File: config.mk
export PLATFORM = sky130hd
export DESIGN_NAME = wptr_full
export DESIGN_NICKNAME = d
export VERILOG_FILES = /design/src/rtl/fifo_pkg.sv /design/src/rtl/gray2bin.sv /design/src/rtl/wptr_full.sv
export SDC_FILE = /design/constraint.sdc
export NUM_CORES = 1
export LEC_CHECK = 0
export ABC_AREA = 1
export BUFFER_PORTS_ARGS = -buffer_cell sky130_fd_sc_hd__buf_2
export CORE_MARGIN = 2
export CORE_UTILIZATION = 35
export DETAILED_ROUTE_END_ITERATION = 10
export GPL_TIMING_DRIVEN = 0
export PLACE_DENSITY = 0.69
export SLEW_MARGIN = 10
export SYNTH_ARGS = -nofsm -noshare
export SYNTH_HDL_FRONTEND = slang
export SYNTH_SLANG_ARGS = --single-unit
File: constraint.sdc
create_clock -name wclk -period 1.7 [get_ports wclk]
set_input_delay 0.34 -clock wclk [delete_from_list [all_inputs] [get_ports wclk]]
set_output_delay 0.34 -clock wclk [all_outputs]
set_load 0.05 [all_outputs]
File: src/rtl/fifo_pkg.sv
// fifo_pkg: shared definitions for the async FIFO pointer blocks.
//   DEFAULT_WIDTH - default pointer width (including wrap bit)
//   depth()       - FIFO depth for a given pointer width
//   bin2gray()    - binary to reflected Gray code (up to 32 bits)
//   gray2bin()    - Gray code to binary (up to 32 bits, zero-extended input)
package fifo_pkg;

  localparam int DEFAULT_WIDTH = 4;

  function automatic int unsigned depth(input int unsigned width);
    return 32'd1 << (width - 1);
  endfunction

  function automatic logic [31:0] bin2gray(input logic [31:0] b);
    return (b >> 1) ^ b;
  endfunction

  function automatic logic [31:0] gray2bin(input logic [31:0] g);
    logic [31:0] b;
    b = g;
    for (int unsigned i = 31; i > 0; i--) begin
      b[i-1] = b[i] ^ g[i-1];
    end
    return b;
  endfunction

endpackage

File: src/rtl/gray2bin.sv
// gray2bin: purely combinational Gray-to-binary converter.
//   gray - Gray-coded input, WIDTH bits
//   bin  - binary output, WIDTH bits
// Each binary bit is the XOR of all Gray bits at or above it (prefix chain
// running from the MSB down).
module gray2bin #(
  parameter int WIDTH = 4
) (
  input  logic [WIDTH-1:0] gray,
  output logic [WIDTH-1:0] bin
);

  always_comb begin
    bin = gray;
    for (int unsigned i = WIDTH - 1; i > 0; i--) begin
      bin[i-1] = bin[i] ^ gray[i-1];
    end
  end

endmodule

File: src/rtl/wptr_full.sv
// wptr_full: write-domain pointer and full-flag logic for the dual-clock FIFO.
//   wclk         - write-domain clock
//   wrst_n       - asynchronous active-low reset
//   winc         - write request this cycle
//   wq2_rptr     - read Gray pointer, synchronised into wclk
//   waddr        - RAM write address (binary, WIDTH-1 bits)
//   wptr         - registered Gray write pointer to the read-side synchroniser
//   wfull        - FIFO full (registered)
//   walmost_full - fill >= AF_THRESH (registered)
//   wcount       - fill level seen from the write domain (registered)
//   wovf         - sticky overflow flag, present only with WFULL_OVERFLOW_EN
// Optional feature macro: WFULL_OVERFLOW_EN.
module wptr_full
  import fifo_pkg::*;
#(
  parameter int WIDTH     = DEFAULT_WIDTH,
  parameter int AF_THRESH = 6
) (
  input  logic             wclk,
  input  logic             wrst_n,
  input  logic             winc,
  input  logic [WIDTH-1:0] wq2_rptr,
  output logic [WIDTH-2:0] waddr,
  output logic [WIDTH-1:0] wptr,
  output logic             wfull,
  output logic             walmost_full,
  output logic [WIDTH-1:0] wcount
`ifdef WFULL_OVERFLOW_EN
  ,
  output logic             wovf
`endif
);

  localparam logic [WIDTH-1:0] AF_T = AF_THRESH[WIDTH-1:0];

  logic [WIDTH-1:0] wbin;
  logic [WIDTH-1:0] wbin_next;
  logic [WIDTH-1:0] wgray_next;
  logic [WIDTH-1:0] rbin;
  logic [WIDTH-1:0] fill_next;
  logic             wfull_val;

  gray2bin #(.WIDTH(WIDTH)) u_rbin (
    .gray (wq2_rptr),
    .bin  (rbin)
  );

  always_comb begin
    wbin_next  = wbin + {{(WIDTH-1){1'b0}}, winc & ~wfull};
    wgray_next = WIDTH'(bin2gray(32'(wbin_next)));
    // Full when the write pointer has lapped the read pointer exactly once:
    // top two Gray bits inverted, the rest equal.
    wfull_val  = (wgray_next == {~wq2_rptr[WIDTH-1:WIDTH-2], wq2_rptr[WIDTH-3:0]});
    fill_next  = wbin_next - rbin;
  end

  assign waddr = wbin[WIDTH-2:0];

  always_ff @(posedge wclk or negedge wrst_n) begin
    if (!wrst_n) begin
      wbin         <= '0;
      wptr         <= '0;
      wfull        <= 1'b0;
      walmost_full <= 1'b0;
      wcount       <= '0;
    end else begin
      wbin         <= wbin_next;
      wptr         <= wgray_next;
      wfull        <= wfull_val;
      walmost_full <= (fill_next >= AF_T);
      wcount       <= fill_next;
    end
  end

`ifdef WFULL_OVERFLOW_EN
  always_ff @(posedge wclk or negedge wrst_n) begin
    if (!wrst_n) begin
      wovf <= 1'b0;
    end else if (winc && wfull) begin
      wovf <= 1'b1;
    end
  end
`endif

endmodule

# Word-level counts from Yosys, hierarchy flattened

Cells that the tools add are included.

Register bits: 14
Word-level logic and storage cells: 16

Eq/ne operators: 1
Bitwise logic cells: 7
Magnitude comparators: 1
$add $sub $neg: 2

Operators by type and width:

| operator                                             | count |
|---|---|
| adder 4 x 1 -> 4 bit                                 | 1 |
| equality test 4 bit                                  | 1 |
| >= comparator 4 x 3 -> 1 bit (second input constant) | 1 |
| subtractor 4 bit                                     | 1 |
| XOR 3 x 4 -> 4 bit                                   | 1 |
| XOR 1 bit                                            | 3 |
| NOT 2 bit                                            | 1 |
| AND 1 bit                                            | 1 |
| NOT 1 bit                                            | 1 |

# Longest topological paths before layout

Gate-level depths: netlist (run 1).

Word-level depth: 5
Mapped depth: 12
Mapped depth without buffers: 12

# Hierarchy

A second synthesis (run 1) with hierarchy kept.

Cells, all modules: 102
Area total of the unflattened synthesis: 795.8 µm²

Modules (own cells, without submodules):

| module    | area each (µm²) | sequential area each (µm²) | times used | cells each |
|---|---|---|---|---|
| wptr_full | 701.9           | 325.3                      | 1          | 84 |
| gray2bin  | 93.8            | 0.0                        | 1          | 18 |

# Worst setup path after synthesis (run 1)

Ideal clock, no wire load.

Path type: reg2reg
Start: register wfull
End: register walmost_full
Library setup time: 125 ps
Clock period less this slack: 2189 ps
Stages on the path, launching flop included: 9
Buffers on the path: 0
Slack: -489 ps
Data arrival time: 2064 ps
Cells stage by stage: dfrtp_1 nor2_1 ha_1 ha_1 inv_1 fa_1 xnor2_1 nand2_1 nand3_1

Longest elaborated chain between the ends: 5

Ends and longest elaborated chain:

| item                         | line            | RTL |
|---|---|---|
| start, declared              | wptr_full.sv:25 | `output logic wfull,` |
| start signal, assigned       | wptr_full.sv:69 | `wfull <= wfull_val;` |
| NOT 1 bit                    | wptr_full.sv:49 | `wbin_next = wbin + {{(WIDTH-1){1'b0}}, winc & ~wfull};` |
| AND 1 bit                    | wptr_full.sv:49 |  |
| adder 4 x 1 -> 4 bit         | wptr_full.sv:49 |  |
| named net wbin_next[1]       | wptr_full.sv:37 | `logic [WIDTH-1:0] wbin_next;` |
| subtractor 4 bit             | wptr_full.sv:54 | `fill_next = wbin_next - rbin;` |
| named net fill_next[2]       | wptr_full.sv:40 | `logic [WIDTH-1:0] fill_next;` |
| >= comparator 4 x 3 -> 1 bit | wptr_full.sv:70 | `walmost_full <= (fill_next >= AF_T);` |
| end signal, assigned         | wptr_full.sv:70 |  |
| end, declared                | wptr_full.sv:26 | `output logic walmost_full,` |

The timed path passes the listed nets, and every way through them passes these cells.

# Worst setup path in the final report (run 1)

Start: register wbin[0]
End: register walmost_full

Longest elaborated chain between the ends: 3

Ends and longest elaborated chain:

| item                         | line            | RTL |
|---|---|---|
| start, declared              | wptr_full.sv:36 | `logic [WIDTH-1:0] wbin;` |
| start signal, assigned       | wptr_full.sv:67 | `wbin <= wbin_next;` |
| adder 4 x 1 -> 4 bit         | wptr_full.sv:49 |  |
| named net wbin_next[1]       | wptr_full.sv:37 |  |
| subtractor 4 bit             | wptr_full.sv:54 |  |
| named net fill_next[1]       | wptr_full.sv:40 |  |
| >= comparator 4 x 3 -> 1 bit | wptr_full.sv:70 |  |

The timed path passes the listed nets, and every way through them passes these cells.

==> results of run 1 <==
==> cell type report <==
cell class	instances	area share, %
inverter	15	5.74
clock buffer	4	2.46
timing repair buffer	28	15.5
tap	27	3.17
multi-input combinational	53	42.4
sequential	13	30.7
==> stage by stage <==
| step | TNS (ns) | setup slack (ns) | util (%) | std cells | area [µm²] |
|---|---|---|---|---|---|
| 6_report | -0.0406 | -0.0406 | 55.0 | 140 | 1070 |
| 2_1_floorplan | -0.491 | -0.205 | - | 81 | 749 |
| 5_1_grt | -0.163 | -0.0987 | 55.0 | 140 | 1070 |
| 3_5_place_dp | -1.18 | -0.404 | 45.2 | 127 | 878 |
| 4_1_cts | -0.0577 | -0.0490 | 54.4 | 140 | 1060 |
| 3_3_place_gp | -0.970 | -0.360 | 45.2 | 127 | 878 |
==> metal layers <==
| metal | share of wire (%) | track usage, % | vias to the layer above |
|---|---|---|---|
| met3 | 2.6 | 0.920 | 2 |
| met5 | 0 | 0 | - |
| met1 | 39 | 14.7 | 286 |
| met2 | 57 | 27.9 | 16 |
| met4 | 1.4 | 10.0 | 0 |
| li1 | - | - | 318 |
==> cells by family after synthesis <==
kind of cell,share of synthesized area [%]
flip-flops,45.9
buffers and inverters,7.95
AO/OA/AOI/OAI,1.77
adder cells (fa/ha/maj),11.7
AND/OR/NAND/NOR,24.4
XOR/XNOR,8.31
==> worst max-delay path, delay by kind of cell (launching register included) <==
kind,cells,cell delay [ns]
fa+ha+maj,3,1.00
buf+inv,2,0.08
flops,1,0.42
simple gates,2,0.13
==> worst paths after layout <==
| path | from | to |
|---|---|---|
| worst max register to register | wbin[0]$_DFF_PN0_ | walmost_full$_DFF_PN0_ |
| worst max-delay path | wbin[0]$_DFF_PN0_ | walmost_full$_DFF_PN0_ |
| worst min register to register | wbin[3]$_DFF_PN0_ | wbin[3]$_DFF_PN0_ |
| max in group asynchronous | wrst_n | wbin[0]$_DFF_PN0_ |
| min in group asynchronous | wrst_n | wptr[1]$_DFF_PN0_ |
| worst min-delay path | wq2_rptr[2] | wfull$_DFF_PN0_ |
==> cell usage in the layout (no fill, tap or decap) <==
cell type	synthesis	final
a21oi_4	0	1
buf_2	0	19
buf_4	0	8
clkbuf_1	0	1
clkbuf_4	0	3
dfrtp_1	13	11
dfrtp_2	0	2
dlygate4sd3_1	0	1
fa_2	0	1
ha_2	0	1
ha_4	0	4
inv_1	15	10
inv_2	0	3
inv_4	0	2
nand2_1	22	17
nand2_2	1	6
nand3_1	14	12
nand3_2	0	2
nand4_1	1	1
nor2_1	2	1
nor2_4	0	1
o21bai_4	0	1
xnor2_2	1	1
xnor2_4	0	1
xor2_1	2	2
xor2_2	1	1
==> registers in the layout (all words and copies together) (netlist names) <==
name          cells
wbin              4
walmost_full      1
wfull             1
wptr              3
wcount            4
==> timing repair <==
| item | CTS | global route |
|---|---|---|
| endpoints found under the setup margin | 3 | 3 |
| pin swaps | 10 | 2 |
| buffers inserted | 8 | 0 |
| hold buffers | 1 | 0 |
| hold endpoints to repair | 13 | 0 |
| gates resized for setup | 16 | 4 |
==> impl_metrics.csv, run 1 <==
group,metric,value,unit
cells_and_area,fillCellCount,175,
grt,antenna_found_initial,0,
synthesis,synth_edf_count,0,
route,antenna_left,0,
die,chipHeight,49.0,µm
setup_path,cp-start-kind,"flop",
timing,fmax,0.575,GHz
synthesis,ys_ff_latch,13,
route,routedWlPerCell,11.1,µm
place,place.gp.congestion,0.816,
route,via_per_inst,4.44,
synthesis,synth_cells,81,
die,initial_core_util,36.5,%
timing,tightest_slew,0.280,ns
timing,hold_viol,0,
route,drtPass1Iterations,4,
grt,first_global_vias,615,
die,coreArea,1940,µm²
die,die-area,2400,µm²
grt,grt_max_degree,14,
timing,maxSlewViolCount,0,
setup_path,path_cells,"ha_4 > ha_4 > inv_4 > fa_2 > inv_2 > nand2_2 > nand3_2",
place,dp_hpwl,1140,µm
flow_run,drv_cap,0,
synthesis,synth.cell_area,708,µm²
setup_path,cp_common_cell,"ha_4",
timing,fin_crit,1.74,ns
route,via_count,622,
clocking,htreeDepth,1,
die,ios,20,
grt,track_usage,14.5,%
cells_and_area,multiInputGateArea,453,µm²
timing,setup_viol,1,
synthesis,yosysTopAreaCell,"dfrtp_1",
timing,fin_skew,0.00228,ns
synthesis,async_flop_share,100,%
cells_and_area,diodes,0,
timing,relSlewSlack,81.4,%
synthesis,synthTopCellsByArea,"dfrtp_1 46%, nand2_1 12%, nand3_1 9.9%",
synthesis,ys_seq_area_share,45.9,%
synthesis,synth_common_cells,"22 x nand2_1, 15 x inv_1, 14 x nand3_1, 13 x dfrtp_1, 5 x ha_1",
synthesis,synth_warnings,0,
synthesis,synth_top_flop_cell,"dfrtp_1",
grt,grt_pass1_wl,2540,µm
setup_path,cp-end-kind,"flop",
worst_hold_path,hold_depth,4,
worst_hold_path,hold_class,"input port to flop",
route,drt_first_iter_violations,25,
setup_path,cpPeakStageDelay,0.52,ns
clocking,cts-root-buf,"clkbuf_4",
setup_path,critPathKind,"flop to flop",
setup_path,rr_worst_depth,7,
cells_and_area,nets,127,
synthesis,synth_most_common_cell,"nand2_1",
setup_path,r2r_slack,-0.04,ns
cells_and_area,drive_above_1_share,50.4,%
synthesis,avgSynthCellArea,8.74,µm²
timing,hold_ws,0.457,ns
die,fp.dieW,49.0,µm
grt,overflow,0,
clocking,cts_tree,"yes",
setup_path,worstPathMaxFanout,4,
setup_path,cp_slowest_cell,"fa_2",
clocking,clock_latency,0.27,ns
synthesis,synth_nets,94,
clocking,cts_buffer_depth,2,
timing,rsz0062_at_grt,"yes",
route,routed_wl,1550,µm
cells_and_area,regArea,328,µm²
timing,setup_ws,-0.0406,ns
setup_path,cp.arrival,1.90,ns
clocking,cts.sinks,13,
setup_path,required,1.86,ns
clocking,clk_pin_slew,0.08,ns
run_status,violations,"setup timing",
synthesis,synth_top_area_share,45.9,%
place,port_buffers,19,
die,num_rows,16,
clocking,cts_buffers,3,
run_status,status,"complete, but fails checks",
cells_and_area,syn_to_final_growth,50.7,%
route,drc_errors,0,
synthesis,synth.distinct_cells,15,
timing,finalCritPeriodShare,102,%
Power of run 1 is left out: the tool's default activity adds up to more than one toggle a clock period on the data nets, which glitch-free logic cannot reach.
==> run 2, diff against run 1 <==
Settings changed: PLACE_DENSITY 0.69 to 0.68, SYNTH_HIERARCHICAL set to 1.
==> run 2 against run 1 <==
  * The flow still finishes with violations (setup timing)
  * Global-route usage up 0.33 points
  * Synthesized cell count up 26%
  * Cell count up 14%
  * Fmax down 2.8%
  * Clock skew up 0.0083 ns
  * Non-clock buffer count down 1
  * Count of clock-buffer cells in the layout unchanged
  * Worst hold slack worse by 0.042 ns
  * Area after synthesis up 12%
  * Utilization down 4.5 points
  * Critical path type unchanged
  * Critical endpoint unchanged
==> impl_metrics.csv, run 2 <==
group,metric,value,unit
run_status,status,"complete, but fails checks",
run_status,violations,"setup timing",
worst_hold_path,holdCritStartpoint,"wq2_rptr[0]",
place,place_inst,149,
synthesis,synth_compound_area_share,1.89,%
die,initial_core_util,36.3,%
synthesis,synth_warnings,6,
die,die-area,2670,µm²
synthesis,synth.area.mux_share,0,%
route,via_per_inst,4.72,
setup_path,cp.arrival,1.95,ns
worst_hold_path,hold_class,"input port to flop",
setup_path,worstReg2RegStart,"wfull$_DFF_PN0_",
cells_and_area,layout_commonest_cell,"nand2_1",
grt,overflow,0,
die,fp.dieW,51.7,µm
synthesis,synthSimpleGateAreaFrac,33.2,%
route,via_count,755,
synthesis,async_flop_share,100,%
synthesis,avgSynthCellArea,7.80,µm²
cells_and_area,drive_above_1_share,42.4,%
synthesis,synthTopCellsByArea,"dfrtp_1 41%, nand2_1 15%, inv_1 9.9%",
timing,hold_viol,0,
synthesis,synth_most_common_cell,"nand2_1",
clocking,cts.sinks,13,
setup_path,startpoint,"wfull$_DFF_PN0_",
synthesis,yosysTopAreaCell,"dfrtp_1",
route,drtPass1Iterations,4,
synthesis,synth_top_flop_cell,"dfrtp_1",
synthesis,synth_common_cells,"32 x nand2_1, 21 x inv_1, 13 x dfrtp_1, 13 x nand3_1, 5 x ha_1",
clocking,cts_tree,"yes",
route,routedWlPerCell,11.4,µm
clocking,cts_buffer_depth,2,
timing,tightest_slew,0.297,ns
die,chipHeight,51.7,µm
setup_path,critPathKind,"flop to flop",
cells_and_area,nets,146,
route,drc_errors,0,
timing,setup_ws,-0.0912,ns
timing,fin_skew,0.0106,ns
place,port_buffers,19,
grt,antenna_found_initial,0,
synthesis,synth_top_family_by_area,"simple AND/OR/NAND/NOR gates",
synthesis,ys_ff_latch,13,
timing,rsz0062_at_grt,"yes",
cells_and_area,diodes,0,
setup_path,cp_common_cell,"ha_4",
place,place.gp.congestion,0.789,
setup_path,cp-end-kind,"flop",
timing,finalCritPeriodShare,105,%
grt,grt_max_degree,14,
die,num_rows,17,
cells_and_area,fillCellCount,202,
setup_path,worstPathMaxFanout,4,
die,ios,20,
timing,fmax,0.558,GHz
grt,first_global_vias,754,
timing,relSlewSlack,80.2,%
cells_and_area,final_util,50.4,%
timing,hold_ws,0.416,ns
synthesis,synth_nets,115,
route,routed_wl,1830,µm
grt,track_usage,14.8,%
synthesis,synth_top_area_share,40.9,%
synthesis,ys_seq_area_share,40.9,%
clocking,cts_buffers,3,
cells_and_area,fin_cells,160,
place,dp_hpwl,1360,µm
synthesis,synth_edf_count,0,
die,coreArea,2190,µm²
route,antenna_left,0,
timing,maxSlewViolCount,0,
setup_path,r2r-end,"walmost_full$_DFF_PN0_",
setup_path,crit_path_end,"walmost_full$_DFF_PN0_",
synthesis,synth_cells,102,
cells_and_area,syn_to_final_growth,38.8,%
clocking,cts-root-buf,"clkbuf_4",
cells_and_area,top_regs,"wbin (4), wcount (4), wptr (3)",
setup_path,cp-start-kind,"flop",
setup_path,path_cells,"nor2_4 > ha_4 > ha_4 > ha_4 > inv_2 > o21bai_1 > a21o_1 > inv_1 > nand2_2 > nand3_1",
clocking,clock_latency,0.28,ns
timing,fin_crit,1.79,ns
flow_run,drv_cap,0,
setup_path,r2r_slack,-0.09,ns
grt,grt_pass1_wl,3020,µm
clocking,htreeDepth,1,
route,drt_first_iter_violations,11,
setup_path,cpPeakStageDelay,0.43,ns
synthesis,synth.cell_area,796,µm²
synthesis,synth.distinct_cells,15,
timing,setup_viol,2,
synthesis,synth_xor_area_share,2.20,%
setup_path,required,1.86,ns
clocking,clk_pin_slew,0.08,ns
setup_path,rr_worst_depth,10,
cells_and_area,final_cell_mix,"29 x nand2_1, 19 x buf_2, 16 x inv_1, 12 x nand3_1, 11 x dfrtp_1",
synthesis,synth_fa_ha_area_share,10.4,%
setup_path,cp_slowest_cell,"dfrtp_2",
## run 2: cell count changes after synthesis, moves of 2 or more
cell	previous run	this run
nand2_1	22	32
inv_1	15	21
nand3_2	0	4
nand2_2	1	3
xor2_1	2	0
## run 2: cells by family (layout without fill, tap and decap cells)
kind of cell	after synthesis	after routing
flip-flops	13	13
adder cells (fa/ha/maj)	6	6
AO/OA/AOI/OAI	2	2
buffers and inverters	23	53
XOR/XNOR	2	2
AND/OR/NAND/NOR	56	56
## run 2: cell type report
| cell class | count | area [µm²] | area share [%] |
|---|---|---|---|
| flip-flops and latches | 13 | 328 | 29.7 |
| clock buffers | 4 | 26.3 | 2.38 |
| repair buffers | 26 | 150 | 13.6 |
| inverters | 22 | 86.3 | 7.81 |
| multi-input cells | 66 | 472 | 42.7 |
| well taps | 28 | 35.0 | 3.17 |
| plain buffers | 1 | 7.51 | 0.680 |
## run 2: worst min path at each step
| stage | end | slack [ns] | cells past startpoint |
|---|---|---|---|
| detailed placement | wptr[1]$_DFF_PN0_ | 0.24 | 1 |
| global placement | wbin[1]$_DFF_PN0_ | 0.24 | 1 |
| floorplan | walmost_full$_DFF_PN0_ | 0.04 | 0 |
| finish | wfull$_DFF_PN0_ | 0.42 | 4 |
| CTS | wfull$_DFF_PN0_ | 0.41 | 4 |
| global route | wfull$_DFF_PN0_ | 0.45 | 4 |
## run 2: metrics by stage
step,area (µm²),TNS [ns],worst slack (ns)
final,1100,-0.149,-0.0912
after global routing,1100,-0.280,-0.162
after CTS,1070,-0.128,-0.0828
after detailed placement,981,-0.661,-0.269
after global placement,981,-0.449,-0.208
after floorplan,851,-0.447,-0.191
## run 2: repair_timing
| action | in CTS | in global routing |
|---|---|---|
| gates cloned | 0 | 0 |
| pin swaps | 2 | 2 |
| resized for setup | 5 | 5 |
| buffers inserted | 3 | 3 |
| endpoints found under the setup margin | 4 | 3 |
| endpoints found under the hold margin | 13 | 0 |
| hold buffers | 1 | 0 |
## run 2: layer usage
| layer | part of all wire [%] | GRT usage (%) | vias to the layer above |
|---|---|---|---|
| met4 | 1.6 | 5.26 | 0 |
| met1 | 42 | 16.2 | 351 |
| met3 | 4.1 | 1.44 | 4 |
| met2 | 53 | 29.1 | 26 |
| li1 | - | - | 374 |
| met5 | 0 | 0 | - |
## run 2: critical path, delay by kind of cell, from the launching register on
kind / cells / cell delay (ns)
and+or+nand+nor: 3 / 0.23
buffers and inverters: 2 / 0.07
AOI/OAI and AO/OA: 2 / 0.28
DFF: 1 / 0.43
adders and majority gates: 3 / 0.65
Power of run 2 is left out for the same reason.
